**config.mk**
```make
export PLATFORM = sky130hd
export DESIGN_NAME = alu_uart_if_flat
export DESIGN_NICKNAME = d
export VERILOG_FILES = /design/src/rtl/alu_uart_if_if.sv /design/src/rtl/alu_uart_if.sv /design/src/flat_wrapper.sv
export SDC_FILE = /design/constraint.sdc
export NUM_CORES = 1
export LEC_CHECK = 0
export ABC_CLOCK_PERIOD_IN_PS = 1500
export BUFFER_PORTS_ARGS = -buffer_cell sky130_fd_sc_hd__buf_2
export CORE_AREA = 2 2 64 66
export CTS_BUF_LIST = sky130_fd_sc_hd__clkbuf_4
export CTS_CLUSTER_DIAMETER = 40
export CTS_CLUSTER_SIZE = 20
export DETAILED_ROUTE_END_ITERATION = 6
export DIE_AREA = 0 0 66 68
export GPL_ROUTABILITY_DRIVEN = 0
export MAX_ROUTING_LAYER = met4
export PLACE_DENSITY = 0.79
export SLEW_MARGIN = 20
export SYNTH_ARGS = -nofsm -noshare
export SYNTH_HDL_FRONTEND = slang
export SYNTH_SLANG_ARGS = --single-unit
```
**constraint.sdc**
```tcl
create_clock -name i_clk -period 1.5 [get_ports i_clk]
set_input_delay 0.075 -clock i_clk [delete_from_list [all_inputs] [get_ports i_clk]]
set_output_delay 0.075 -clock i_clk [all_outputs]
set_load 0.03 [all_outputs]
```
**src/rtl/alu_uart_if_if.sv**
```systemverilog
// Bundle of UART-side and ALU-side signals between the frame controller and its
// neighbours; slave modport is the controller view, master the surrounding logic.
interface alu_uart_if_if #(
    parameter int unsigned NB_DATA = 8,
    parameter int unsigned NB_OP   = 6
);
    logic [NB_DATA-1:0] i_rx_data;
    logic               i_rx_done;
    logic               i_tx_done;
    logic [NB_DATA-1:0] o_tx_data;
    logic               o_tx_start;
    logic [NB_DATA-1:0] o_data_a;
    logic [NB_DATA-1:0] o_data_b;
    logic [NB_OP-1:0]   o_operation_code;
    logic [NB_DATA-1:0] i_alu_result;
    logic               i_alu_overflow;
    logic               i_alu_zero;
    logic               o_busy;

    modport slave (
        input  i_rx_data,
        input  i_rx_done,
        input  i_tx_done,
        output o_tx_data,
        output o_tx_start,
        output o_data_a,
        output o_data_b,
        output o_operation_code,
        input  i_alu_result,
        input  i_alu_overflow,
        input  i_alu_zero,
        output o_busy
    );

    modport master (
        output i_rx_data,
        output i_rx_done,
        output i_tx_done,
        input  o_tx_data,
        input  o_tx_start,
        input  o_data_a,
        input  o_data_b,
        input  o_operation_code,
        output i_alu_result,
        output i_alu_overflow,
        output i_alu_zero,
        input  o_busy
    );
endinterface

```
**src/rtl/alu_uart_if.sv**
```systemverilog
// Collects operand A, operand B and opcode bytes from a UART, runs the ALU and sends the
// result back; defining ALU_IF_FLAGS_EN adds a second reply byte {overflow, zero}.
module alu_uart_if #(
    parameter int unsigned NB_DATA = 8,
    parameter int unsigned NB_OP   = 6
) (
    input logic           i_clk,
    input logic           i_rst_n,
    alu_uart_if_if.slave  bus
);

    localparam logic [2:0] StWaitA   = 3'd0;
    localparam logic [2:0] StWaitB   = 3'd1;
    localparam logic [2:0] StWaitOp  = 3'd2;
    localparam logic [2:0] StExec    = 3'd3;
    localparam logic [2:0] StSendRes = 3'd4;
    localparam logic [2:0] StWaitRes = 3'd5;
`ifdef ALU_IF_FLAGS_EN
    localparam logic [2:0] StSendFlg = 3'd6;
    localparam logic [2:0] StWaitFlg = 3'd7;
`endif

    logic [2:0]         state_q, state_d;
    logic [NB_DATA-1:0] data_a_q, data_a_d;
    logic [NB_DATA-1:0] data_b_q, data_b_d;
    logic [NB_OP-1:0]   op_q, op_d;
    logic [NB_DATA-1:0] res_q, res_d;
    logic [NB_DATA-1:0] tx_data_q, tx_data_d;
    logic               tx_start_q, tx_start_d;
`ifdef ALU_IF_FLAGS_EN
    logic               ovf_q, ovf_d;
    logic               zero_q, zero_d;
`else
    logic               unused_flags;
    assign unused_flags = bus.i_alu_overflow ^ bus.i_alu_zero;
`endif

    always_comb begin
        state_d    = state_q;
        data_a_d   = data_a_q;
        data_b_d   = data_b_q;
        op_d       = op_q;
        res_d      = res_q;
        tx_data_d  = tx_data_q;
        tx_start_d = 1'b0;
`ifdef ALU_IF_FLAGS_EN
        ovf_d      = ovf_q;
        zero_d     = zero_q;
`endif
        case (state_q)
            StWaitA: begin
                if (bus.i_rx_done) begin
                    data_a_d = bus.i_rx_data;
                    state_d  = StWaitB;
                end
            end
            StWaitB: begin
                if (bus.i_rx_done) begin
                    data_b_d = bus.i_rx_data;
                    state_d  = StWaitOp;
                end
            end
            StWaitOp: begin
                if (bus.i_rx_done) begin
                    op_d    = bus.i_rx_data[NB_OP-1:0];
                    state_d = StExec;
                end
            end
            StExec: begin
                res_d   = bus.i_alu_result;
`ifdef ALU_IF_FLAGS_EN
                ovf_d   = bus.i_alu_overflow;
                zero_d  = bus.i_alu_zero;
`endif
                state_d = StSendRes;
            end
            StSendRes: begin
                tx_data_d  = res_q;
                tx_start_d = 1'b1;
                state_d    = StWaitRes;
            end
            StWaitRes: begin
                // Bytes arriving while a reply is outstanding are dropped.
                if (bus.i_tx_done) begin
`ifdef ALU_IF_FLAGS_EN
                    state_d = StSendFlg;
`else
                    state_d = StWaitA;
`endif
                end
            end
`ifdef ALU_IF_FLAGS_EN
            StSendFlg: begin
                tx_data_d  = {{(NB_DATA-2){1'b0}}, ovf_q, zero_q};
                tx_start_d = 1'b1;
                state_d    = StWaitFlg;
            end
            StWaitFlg: begin
                if (bus.i_tx_done) begin
                    state_d = StWaitA;
                end
            end
`endif
            default: begin
                state_d = StWaitA;
            end
        endcase
    end

    always_ff @(posedge i_clk) begin
        if (!i_rst_n) begin
            state_q    <= StWaitA;
            data_a_q   <= '0;
            data_b_q   <= '0;
            op_q       <= '0;
            res_q      <= '0;
            tx_data_q  <= '0;
            tx_start_q <= 1'b0;
`ifdef ALU_IF_FLAGS_EN
            ovf_q      <= 1'b0;
            zero_q     <= 1'b0;
`endif
        end else begin
            state_q    <= state_d;
            data_a_q   <= data_a_d;
            data_b_q   <= data_b_d;
            op_q       <= op_d;
            res_q      <= res_d;
            tx_data_q  <= tx_data_d;
            tx_start_q <= tx_start_d;
`ifdef ALU_IF_FLAGS_EN
            ovf_q      <= ovf_d;
            zero_q     <= zero_d;
`endif
        end
    end

    assign bus.o_data_a         = data_a_q;
    assign bus.o_data_b         = data_b_q;
    assign bus.o_operation_code = op_q;
    assign bus.o_tx_data        = tx_data_q;
    assign bus.o_tx_start       = tx_start_q;
    assign bus.o_busy           = (state_q != StWaitA);

endmodule

```
**src/flat_wrapper.sv**
```systemverilog
// flat-port wrapper written by rule: the top's interface ports become plain ports
module alu_uart_if_flat 
#(
    parameter int unsigned NB_DATA = 8,
    parameter int unsigned NB_OP   = 6
)
  (i_clk, i_rst_n, bus_i_rx_data, bus_i_rx_done, bus_i_tx_done, bus_o_tx_data, bus_o_tx_start, bus_o_data_a, bus_o_data_b, bus_o_operation_code, bus_i_alu_result, bus_i_alu_overflow, bus_i_alu_zero, bus_o_busy);
  alu_uart_if_if #(.NB_DATA(NB_DATA), .NB_OP(NB_OP)) bus_i ();
  input logic i_clk;
  input logic i_rst_n;
  input wire logic [$bits(bus_i.i_rx_data)-1:0] bus_i_rx_data;
  input wire logic [$bits(bus_i.i_rx_done)-1:0] bus_i_rx_done;
  input wire logic [$bits(bus_i.i_tx_done)-1:0] bus_i_tx_done;
  output wire logic [$bits(bus_i.o_tx_data)-1:0] bus_o_tx_data;
  output wire logic [$bits(bus_i.o_tx_start)-1:0] bus_o_tx_start;
  output wire logic [$bits(bus_i.o_data_a)-1:0] bus_o_data_a;
  output wire logic [$bits(bus_i.o_data_b)-1:0] bus_o_data_b;
  output wire logic [$bits(bus_i.o_operation_code)-1:0] bus_o_operation_code;
  input wire logic [$bits(bus_i.i_alu_result)-1:0] bus_i_alu_result;
  input wire logic [$bits(bus_i.i_alu_overflow)-1:0] bus_i_alu_overflow;
  input wire logic [$bits(bus_i.i_alu_zero)-1:0] bus_i_alu_zero;
  output wire logic [$bits(bus_i.o_busy)-1:0] bus_o_busy;
  assign bus_i.i_rx_data = bus_i_rx_data;
  assign bus_i.i_rx_done = bus_i_rx_done;
  assign bus_i.i_tx_done = bus_i_tx_done;
  assign bus_o_tx_data = bus_i.o_tx_data;
  assign bus_o_tx_start = bus_i.o_tx_start;
  assign bus_o_data_a = bus_i.o_data_a;
  assign bus_o_data_b = bus_i.o_data_b;
  assign bus_o_operation_code = bus_i.o_operation_code;
  assign bus_i.i_alu_result = bus_i_alu_result;
  assign bus_i.i_alu_overflow = bus_i_alu_overflow;
  assign bus_i.i_alu_zero = bus_i_alu_zero;
  assign bus_o_busy = bus_i.o_busy;
  alu_uart_if #(.NB_DATA(NB_DATA), .NB_OP(NB_OP)) u_core (.i_clk(i_clk), .i_rst_n(i_rst_n), .bus(bus_i));
endmodule
```
# After elaboration in Yosys (flattened, before gate mapping)
# Cells that the tools add are included.
# word_totals
word_cells,28
latchBits,0
ramBits,0
memories,0
in_bits,22
rom_bits,0
register_bits,42
# op_classes
n_mul,0
n_eq_ne,9
n_bitwise,0
n_div,0
n_reduce_logical,6
add_sub_neg,0
n_shift,0
muxes,6
magnitude_cmp,0
# ops
operator,count
$pmux W3 S6,1
$mux W3,4
$ne A2 B2 Y1 const B,4
$eq A3 B2 Y1 const B,2
$eq A3 B3 Y1 const B,2
$reduce_and A2 Y1,3
$reduce_and A4 Y1,1
$eq A3 B1 Y1 const B,1
$logic_not A3 Y1,1
$reduce_bool A3 Y1,1
$mux W1,1

# Logic depth before layout (Yosys ltp)
# Gate-level depths: netlist (run 1).
# logic_depth
word_depth,3
mapped_depth,5
depth_no_buf,3

# Worst setup path before layout (run 1)
# Ideal clock, no wire load.
# synth_timing
path_type,reg2reg
from,reg u_core.state_q[2]
to,"reg u_core.data_a_q[0], in the netlist u_core.bus.o_data_a[0]"
path_stages_with_launch,6
setup_slack_ps,195
t_arrival_ps,1189
n_path_buf,2
setup_time_ps,116
synth_period_minus_slack_ps,1305
cell_sequence,dfxtp_1 > buf_6 > or4b_4 > buf_6 > nand2_1 > a21boi_1
# synth_between
elab_chain_len,2
# synth_lines
item,line,rtl
from (decl),alu_uart_if.sv:23,"logic [2:0] state_q, state_d;"
from (signal assigned),alu_uart_if.sv:112,state_q <= StWaitA;
from (signal assigned),alu_uart_if.sv:124,state_q <= state_d;
$logic_not A3 Y1,alu_uart_if.sv:50,case (state_q)
$reduce_and A2 Y1 (no source line),n/a,
to (signal assigned),alu_uart_if.sv:125,data_a_q <= data_a_d;
to (decl),alu_uart_if.sv:24,"logic [NB_DATA-1:0] data_a_q, data_a_d;"
# No other way between the ends.
# A chain may end at the register's enable or synchronous reset.

# Worst setup path after layout (run 1)
# layout_timing
from,reg u_core.state_q[1]
to,out bus_o_busy
# layout_between
elab_chain_len,1
# layout_lines
item,line,rtl
$reduce_bool A3 Y1,alu_uart_if.sv:143,assign bus.o_busy = (state_q != StWaitA);
to (decl),flat_wrapper.sv:22,output wire logic [$bits(bus_i.o_busy)-1:0] bus_o_busy;
# No other way between the ends.

==> metrics.md, run 1 <==
| Metric | Value |
|---|---|
| Final worst path period share | 0.913 |
| Clk pin slew, worst setup/hold paths | 110 ps |
| R2r endpoint | u_core.bus.o_data_a[4] |
| Lkg Pwr | 0.000977 µW |
| CP arrival | 1290 ps |
| Row cnt | 23 |
| Max Clock Skew | 15.0 ps |
| P per Cell Area | 923 nW/µm² |
| Peak VDD IR | 0.485 mV |
| Min-Delay Path Class | in2reg |
| Crit Path Category | reg2out |
| Max-Cap Viols | 0 |
| Final setup margin | 130 ps |
| Grt ovf | 0 |
| RR Startpoint | u_core.state_q[1] |
| CTS Root Cell | clkbuf_4 |
| CP required | 1420 ps |
| Share of cells above drive strength 1 | 0.312 |
| Setup Viol. Count Final | 0 |
| Max-slew headroom | 0.663 |
| Vias in the first global route | 1211 |
| Initial antenna violation count | 0 |
| Post-synthesis sequential area ratio | 0.504 |
| Detailed Route WL | 3360 µm |
| Outcome | complete, no violations |
| Cell count after synthesis | 166 |
| Avg WL per Cell | 11.8 µm |
| Crit path capture type | output port |
| Layout Nets | 255 |
| Die Span Y | 68 µm |
| HP Start | bus_i_alu_result[3] |
| Hold violation count in the final report | 0 |
| Hpwl dp | 2230 µm |
| Pin count of the biggest net entering global routing | 30 |
| Worst Hold Path EP | u_core.res_q[3] |
| Syn Nets | 188 |
| Final TNS setup | 0 ps |
| Clock Latency Late Sink | 350 ps |
| Hold depth | 3 |
| Starting DRC count in detailed routing | 34 |
| Min Tclk post-route | 1370 ps |
| Clock tree buffer depth | 2 |
| Area growth syn-to-layout | 32.1% |
| Worst slew pin tran | 504 ps |
| Worst setup SP type | flip-flop |
| Unrepaired setup endpoints after global routing | false |
| Diode count | 0 |
| R2R cell count | 4 |
| Area of the die | 4490 µm² |
| Crit path max fanout | 4 |
| Number of synthesis warnings | 0 |
| Synthesized flop and latch total | 42 |
| Slew Limit Fails | 0 |
| FILL cells | 361 |
| First-pass GRT wire length | 5450 µm |
| DRC | 0 |
| Core footprint | 3860 µm² |
| DR vias/cell | 4.53 |
| Syn avg cell area | 10.1 µm² |
| TritonCTS Buffers | 5 |
| Drt first pass iters | 4 |
| Synth unique cells | 23 |
| Chip width | 66 µm |
| CTS tree | yes |
| Vias | 1287 |
| Pre-CTS WS | 134 ps |
| Initial Util | 0.433 |
| Netlist Area Pre-Place | 1670 µm² |
| Antenna Nets Post-Route | 0 |
| FMAX | 730 MHz |
| R2R setup slack | 180 ps |
| IO Pins | 54 |
| Input/output buffers | 51 |
| Gr usage total | 0.167 |
| Htree depth | 2 |
| Clock sink count | 42 |
-- cell usage after synthesis --
library cell / n / area share
nor2_1: 1 / 0.0022
nand3_1: 8 / 0.024
buf_6: 3 / 0.020
nand4bb_1: 1 / 0.0067
or4b_4: 1 / 0.0082
and2_1: 1 / 0.0038
a21boi_1: 8 / 0.036
nor4b_4: 1 / 0.014
buf_4: 2 / 0.0090
nor2b_1: 23 / 0.086
dfxtp_1: 42 / 0.50
nand2_1: 25 / 0.056
or3_2: 1 / 0.0045
and4bb_2: 1 / 0.0075
mux2i_1: 23 / 0.14
nor4b_1: 1 / 0.0052
o21ai_0: 8 / 0.024
a21oi_1: 2 / 0.0060
nor3b_1: 2 / 0.0090
nand3b_1: 1 / 0.0045
buf_2: 2 / 0.0060
clkbuf_1: 7 / 0.016
a21boi_0: 2 / 0.0090
-- what timing repair did --
item                                    CTS  global route
endpoints found under the setup margin    1             1
pin swaps                                 0             0
endpoints found under the hold margin    25             0
hold buffers                             16             0
gates resized for setup                   6             2
buffers inserted                          1             0
-- final cells by class --
cell class / instances / area (µm²) / share of cell area
clock buffer: 6 / 45.0 / 0.0204
tap: 50 / 62.6 / 0.0284
clock inverter: 2 / 8.76 / 0.00397
sequential: 42 / 850 / 0.385
timing repair buffer: 74 / 487 / 0.221
multi-input combinational: 110 / 752 / 0.341
-- worst max path at each step --
stage / start / end / slack, ps / cells after the start
floorplan: u_core.state_q[2] / u_core.bus.o_data_a[0] / 190 / 5
global placement: u_core.state_q[2] / u_core.bus.o_tx_data[6] / 170 / 4
detailed placement: u_core.state_q[2] / u_core.bus.o_tx_data[4] / 130 / 4
CTS: u_core.state_q[1] / bus_o_busy / 10 / 3
global route: u_core.state_q[1] / u_core.bus.o_data_a[4] / 70 / 4
finish: u_core.state_q[1] / bus_o_busy / 130 / 3
-- through the flow --
step | hold slack [ps] | power (µW) | area, µm² | util | std cells
floorplan | 210 | 1390 | 1670 | - | 166
finish | 12.1 | 2030 | 2200 | 0.572 | 284
detailed placement | 336 | 1470 | 1960 | 0.509 | 259
CTS | 3.93 | 2060 | 2200 | 0.570 | 284
global placement | 327 | 1470 | 1960 | 0.509 | 259
global route | 46.1 | 2140 | 2200 | 0.572 | 284
-- report_power, final --
group          internal (µW)  switching (µW)  total [µW]
Clock                    195             350         545
Combinational            145             169         314
Sequential              1150            25.2        1180
-- worst max-delay path, cell delays in order (launching register included) --
cell	delay, ps
dfxtp_4	360
buf_4	140
or3_4	320
buf_6	140
-- kinds of logic (layout without fill, tap and decap cells) --
| family | after synthesis | count (layout) | synth area share |
|---|---|---|---|
| flops | 42 | 42 | 0.504 |
| simple gates | 67 | 67 | 0.232 |
| mux | 23 | 23 | 0.138 |
| buf+inv | 14 | 82 | 0.0510 |
| compound gates | 20 | 20 | 0.0750 |
-- sequential cells by signal (all words and copies together) (netlist names) --
| signal | flops |
|---|---|
| u_core.bus.o_data_a | 8 |
| u_core.bus.o_data_b | 8 |
| u_core.bus.o_operation_code | 6 |
| u_core.bus.o_tx_data | 8 |
| u_core.bus.o_tx_start | 1 |
| u_core.res_q | 8 |
| u_core.state_q | 3 |
-- per-layer routing --
metal | wire length (µm) | vias up | track usage
met5 | 0 | - | -
met4 | 47 | 0 | 0.0791
met3 | 120 | 6 | 0.0444
met2 | 1690 | 22 | 0.277
met1 | 1500 | 570 | 0.191
li1 | - | 689 | -
-- layout by cell type, fill, tap and decap left out --
cell type      netlist  routed
nand3_1              8       8
nor3b_2              0       1
or4b_4               1       1
dlygate4sd3_1        0      16
buf_12               0       1
or3_4                0       1
clkinv_1             0       1
clkbuf_4             0       6
buf_4                2       6
a21boi_0             2       2
buf_6                3       1
nand3b_1             1       1
clkinv_2             0       1
nor2_1               1       1
dfxtp_1             42      39
dfxtp_2              0       1
o21ai_0              8       8
dfxtp_4              0       2
nor2b_1             23      23
nor4b_1              1       1
nor3b_1              2       1
mux2i_1             23      23
and2_1               1       1
a21boi_1             8       8
nand4bb_1            1       1
and4bb_2             1       1
nand2_1             25      25
nor4b_4              1       1
a21oi_1              2       2
buf_2                2      50
Note: power is estimated with default switching activity, not from simulation.
==> inputs of run 2 (changes only) <==
--- a/config.mk
+++ b/config.mk
@@ -16,6 +16,7 @@
 export GPL_ROUTABILITY_DRIVEN = 0
 export MAX_ROUTING_LAYER = met4
 export PLACE_DENSITY = 0.79
+export REMOVE_ABC_BUFFERS = 1
 export SLEW_MARGIN = 20
 export SYNTH_ARGS = -nofsm -noshare
 export SYNTH_HDL_FRONTEND = slang
==> metrics.md, run 2 (synthesized netlist as in run 1, its figures left out) <==
| Metric | Value |
|---|---|
| Final Core Density | 0.572 (+0.000649) |
| Commonest non-fill, non-tap cells in the layout | buf_2, dfxtp_1, nand2_1 |
| Final Non-Filler Cells | 286 (+0.70%) |
| Detailed Route WL | 3530 µm (+4.8%) |
| Peak VDD IR | 0.536 mV (+10%) |
| Drt first pass iters | 4 (unchanged) |
| Pin count of the biggest net entering global routing | 21 (-30%) |
| Worst-path cell chain | buf_4 -> or3_4 -> buf_6 |
| Core footprint | 3860 µm² (unchanged) |
| Starting DRC count in detailed routing | 53 (+56%) |
| Vias | 1314 (+2.1%) |
| Initial Util | 0.433 (unchanged) |
| Clock tree buffer depth | 2 (unchanged) |
| Initial antenna violation count | 0 (unchanged) |
| Placed insts | 260 (+0.39%) |
| CP arrival | 1350 ps (+60 ps) |
| Clk pin slew, worst setup/hold paths | 110 ps (about the same) |
| Worst setup SP type | flip-flop |
| Grt ovf | 0 (unchanged) |
| RR Startpoint | u_core.state_q[0] |
| Lkg Pwr | 0.000982 µW (+0.50%) |
| IO Pins | 54 (unchanged) |
| Clock sink count | 42 (unchanged) |
| Hpwl dp | 2310 µm (+3.5%) |
| Input/output buffers | 51 (unchanged) |
| Max Clock Skew | 1.16 ps (-13.8 ps) |
| Crit path max-delay cell type | dfxtp_4 |
| Die Span Y | 68 µm (unchanged) |
| CP peak stage delay | 360 ps (about the same) |
| Share of cells above drive strength 1 | 0.314 (+0.00159) |
| Crit path from | u_core.state_q[0] |
| Slew Limit Fails | 0 (unchanged) |
| Crit path capture type | output port |
| CP required | 1420 ps (about the same) |
| Chip width | 66 µm (unchanged) |
| Unrepaired setup endpoints after global routing | false |
| Crit Path Category | reg2out |
| TritonCTS Buffers | 5 (unchanged) |
| Row cnt | 23 (unchanged) |
| Htree depth | 2 (unchanged) |
| Worst slew pin tran | 491 ps (-12.9 ps) |
| DR vias/cell | 4.59 (+1.4%) |
| R2r endpoint | u_core.bus.o_operation_code[2] |
| Final worst path period share | 0.950 (+0.0373) |
| Min-Delay Path Class | in2reg |
| Area growth syn-to-layout | 32.2% |
| CTS tree | yes |
| Crit path max fanout | 5 (+1) |
| Hold violation count in the final report | 0 (unchanged) |
| P per Cell Area | 924 nW/µm² (about the same) |
| Outcome | complete, no violations |
| R2R setup slack | 110 ps (-70 ps) |
| Gr usage total | 0.173 (+0.00607) |
| Clock Latency Late Sink | 340 ps (about the same) |
| DRC | 0 (unchanged) |
| FMAX | 701 MHz (-3.9%) |
| Setup Viol. Count Final | 0 (unchanged) |
| Avg WL per Cell | 12.3 µm (+4.1%) |
| Diode count | 0 (unchanged) |
| R2R cell count | 4 (unchanged) |
| Vias in the first global route | 1223 (+0.99%) |
| FILL cells | 364 (+0.83%) |
| Max-Cap Viols | 0 (unchanged) |
| Commonest non-fill, non-tap cell in the layout | buf_2 |
| First-pass GRT wire length | 5630 µm (+3.3%) |
| Area of the die | 4490 µm² (unchanged) |
| Antenna Nets Post-Route | 0 (unchanged) |
| Min Tclk post-route | 1430 ps (+55.9 ps) |
| Max-slew headroom | 0.671 (+0.00866) |
| Layout Nets | 257 (+0.78%) |
| CTS Root Cell | clkbuf_4 |
| Critical path destination | bus_o_busy |
-- run 2: how the worst min path moves through the flow --
stage,from,end,depth (start not counted)
after global routing,i_rst_n,u_core.bus.o_data_a[7],2
after detailed placement,bus_i_alu_result[7],u_core.res_q[7],3
final,i_rst_n,u_core.bus.o_data_b[7],3
after CTS,i_rst_n,u_core.bus.o_data_b[7],3
after floorplan,i_rst_n,u_core.bus.o_tx_start,1
after global placement,bus_i_alu_result[2],u_core.res_q[2],3
-- run 2: final cells by class --
| class | instances | area, µm² | area share |
|---|---|---|---|
| flip-flops and latches | 42 | 847 | 0.384 |
| well taps | 50 | 62.6 | 0.0283 |
| multi-input cells | 110 | 752 | 0.341 |
| clock inverters | 2 | 8.76 | 0.00397 |
| repair buffers | 76 | 492 | 0.223 |
| clock buffers | 6 | 45.0 | 0.0204 |
-- run 2: through the flow --
step	worst slack, ps	total power, µW	hold slack [ps]	setup TNS, ps	area (µm²)
after floorplan	-395	1360	197	-3410	1580
after global placement	171	1470	328	0	1960
after detailed placement	154	1480	336	0	1960
after CTS	48.6	2060	75.1	0	2210
after global routing	12.1	2150	94.3	0	2210
final	74.4	2040	102	0	2210
-- run 2: worst max-delay path: cells and delay by family (launching register included) --
family	cells	cell delay, ps
buffers and inverters	2	280
DFF	1	360
and+or+nand+nor	1	360
-- run 2: what timing repair did --
item	CTS	global route
buffers inserted	1	0
gates resized for setup	7	0
endpoints found under the hold margin	25	0
hold buffers	17	0
setup endpoints to repair	1	0
-- run 2: where the power goes --
part           switching [µW]  internal, µW
sequential               20.0          1150
combinational             178           149
clock                     346           194
-- run 2: metal layers --
metal | global-route usage | wire length [µm]
met1 | 0.204 | 1590
met2 | 0.282 | 1750
met3 | 0.0461 | 134
met4 | 0.0765 | 59
met5 | - | 0
==> inputs of run 3 (changes only) <==
--- a/config.mk
+++ b/config.mk
@@ -5,17 +5,16 @@
 export SDC_FILE = /design/constraint.sdc
 export NUM_CORES = 1
 export LEC_CHECK = 0
-export ABC_CLOCK_PERIOD_IN_PS = 1500
 export BUFFER_PORTS_ARGS = -buffer_cell sky130_fd_sc_hd__buf_2
-export CORE_AREA = 2 2 64 66
+export CORE_AREA = 2 2 73 75
 export CTS_BUF_LIST = sky130_fd_sc_hd__clkbuf_4
 export CTS_CLUSTER_DIAMETER = 40
 export CTS_CLUSTER_SIZE = 20
 export DETAILED_ROUTE_END_ITERATION = 6
-export DIE_AREA = 0 0 66 68
+export DIE_AREA = 0 0 75 77
 export GPL_ROUTABILITY_DRIVEN = 0
 export MAX_ROUTING_LAYER = met4
-export PLACE_DENSITY = 0.79
+export PLACE_DENSITY = 0.65
 export REMOVE_ABC_BUFFERS = 1
 export SLEW_MARGIN = 20
 export SYNTH_ARGS = -nofsm -noshare
==> metrics.md, run 3 (synthesized netlist as in run 1, its figures left out) <==
| Metric | Value |
|---|---|
| Clock group share of total power | 0.329 (+0.064) |
| Clock tree buffer depth | 2 (unchanged) |
| CTS tree | yes |
| Pre-CTS WS | 184 ps (+30.0 ps) |
| Initial antenna violation count | 0 (unchanged) |
| Min-Delay Path Class | in2reg |
| P per Cell Area | 982 nW/µm² (+6.4%) |
| Die Span Y | 77 µm (+13%) |
| CP required | 1420 ps (about the same) |
| Final instance area | 2270 µm² (+2.8%) |
| P_int | 1690 µW (+13%) |
| TritonCTS Buffers | 5 (unchanged) |
| IO Pins | 54 (unchanged) |
| CP peak stage delay | 380 ps (+20 ps) |
| Unrepaired setup endpoints after global routing | false |
| Max Clock Skew | 8.42 ps (+7.26 ps) |
| Hpwl dp | 2300 µm (-0.27%) |
| Worst-path cell chain | buf_4 -> or3_4 -> buf_6 |
| CP arrival | 1360 ps (about the same) |
| Share of cells above drive strength 1 | 0.318 (+0.00424) |
| Vias | 1310 (-0.30%) |
| Grt ovf | 0 (unchanged) |
| Commonest non-fill, non-tap cell in the layout | buf_2 |
| Row cnt | 26 (+13%) |
| Crit path capture type | output port |
| Sequential share of power | 0.526 (-0.048) |
| Clk pin slew, worst setup/hold paths | 110 ps (about the same) |
| Hold violation count in the final report | 0 (unchanged) |
| Antenna Nets Post-Route | 0 (unchanged) |
| Max-slew headroom | 0.798 (+0.127) |
| DRC | 0 (unchanged) |
| Clock sink count | 42 (unchanged) |
| Final worst path period share | 0.957 (+0.00651) |
| Gr usage total | 0.137 (-0.0369) |
| Crit path max fanout | 4 (-1) |
| Final setup margin | 64.6 ps (-9.76 ps) |
| Placed Area | 2000 µm² (+2.3%) |
| Diode count | 0 (unchanged) |
| Lkg Pwr | 0.00100 µW (+2.0%) |
| Starting DRC count in detailed routing | 63 (+19%) |
| FMAX | 697 MHz (-0.68%) |
| Worst setup SP type | flip-flop |
| Setup Viol. Count Final | 0 (unchanged) |
| Peak VDD IR | 0.532 mV (-0.63%) |
| Chip width | 75 µm (+14%) |
| Slew Limit Fails | 0 (unchanged) |
| CTS Root Cell | clkbuf_4 |
| Crit path max-delay family | simple AND/OR/NAND/NOR gates |
| Commonest non-fill, non-tap cells in the layout | buf_2, dfxtp_1, nand2_1 |
| Final Hold Slack | 57.4 ps (-44.9 ps) |
| Switching Fraction | 0.242 (-0.0250) |
| Vias in the first global route | 1221 (-0.16%) |
| Htree depth | 2 (unchanged) |
| Pin count of the biggest net entering global routing | 51 (+140%) |
| DR vias/cell | 4.28 (-6.8%) |
| Combinational Power Share | 0.145 (-0.015) |
| Outcome | complete, no violations |
| First-pass GRT wire length | 5820 µm (+3.4%) |
| Max-Cap Viols | 0 (unchanged) |
| Avg WL per Cell | 11.6 µm (-6.1%) |
| Min Tclk post-route | 1440 ps (+9.76 ps) |
| Final TNS setup | 0 ps (unchanged) |
| Power consumption | 2230 µW (+9.4%) |
| Worst slew pin tran | 302 ps (-189 ps) |
| Layout Nets | 257 (unchanged) |
| Clock Latency Late Sink | 350 ps (about the same) |
| P_sw | 540 µW (-0.88%) |
| Core footprint | 4980 µm² (+29%) |
| Crit path max-delay cell type | or3_4 |
| Crit Path Category | reg2out |
| Area growth syn-to-layout | 36.0% |
| Drt first pass iters | 4 (unchanged) |
| Input/output buffers | 51 (unchanged) |
| FILL cells | 494 (+36%) |
| Initial Util | 0.335 (-0.0975) |
| Detailed Route WL | 3540 µm (+0.51%) |
| Area of the die | 5780 µm² (+29%) |
| CP Buf/Inv Count | 2 (unchanged) |
run 3: repair_timing:
item                                    4_1_cts  5_1_grt
pin swaps                                     0        0
hold buffers                                 16        0
endpoints found under the setup margin        1        1
hold endpoints to repair                     24        0
buffers inserted                              1        0
resized for setup                             5        1
run 3: final timing paths:
path / start / end / slack [ps] / cells past startpoint
hold reg to reg: u_core.bus.o_data_a[4] / u_core.bus.o_data_a[4] / 460 / 2
hold / removal: bus_i_tx_done / u_core.state_q[2] / 60 / 4
setup / recovery: u_core.state_q[2] / bus_o_busy / 60 / 3
setup reg to reg: u_core.state_q[2] / u_core.bus.o_data_a[0] / 130 / 4
run 3: power groups by stage:
stage	logic [µW]	clock network [µW]	registers (µW)
after floorplan	105	0	1260
after global placement	282	0	1200
after detailed placement	285	0	1200
after CTS	327	778	1170
after global routing	352	821	1180
final	324	733	1170
run 3: tightest hold or removal path, stage by stage:
cell      delay (ps)
buf_2             70
a21oi_1           60
nand2_1           80
a21boi_0          80
run 3: final cells by class:
type                            count  area, µm²  share of cell area
Multi-Input combinational cell    110        752               0.331
Timing Repair Buffer               76        502               0.221
Tap cell                           70       87.6              0.0386
Sequential cell                    42        846               0.373
Clock buffer                        7       52.6              0.0232
Clock inverter                      1       30.0              0.0132
run 3: metal layers:
layer | routed length [µm] | global-route usage | vias up | part of all wire
met5 | 0 | - | - | 0
met4 | 97 | 0.0750 | 0 | 0.027
met3 | 168 | 0.0355 | 8 | 0.047
met2 | 1670 | 0.196 | 26 | 0.47
met1 | 1610 | 0.171 | 584 | 0.45
li1 | - | - | 692 | -
run 3: per-stage QoR:
stage,util,std cells
after floorplan,-,152
after global placement,0.403,281
final,0.456,306
after CTS,0.456,306
after global routing,0.456,306
after detailed placement,0.403,281
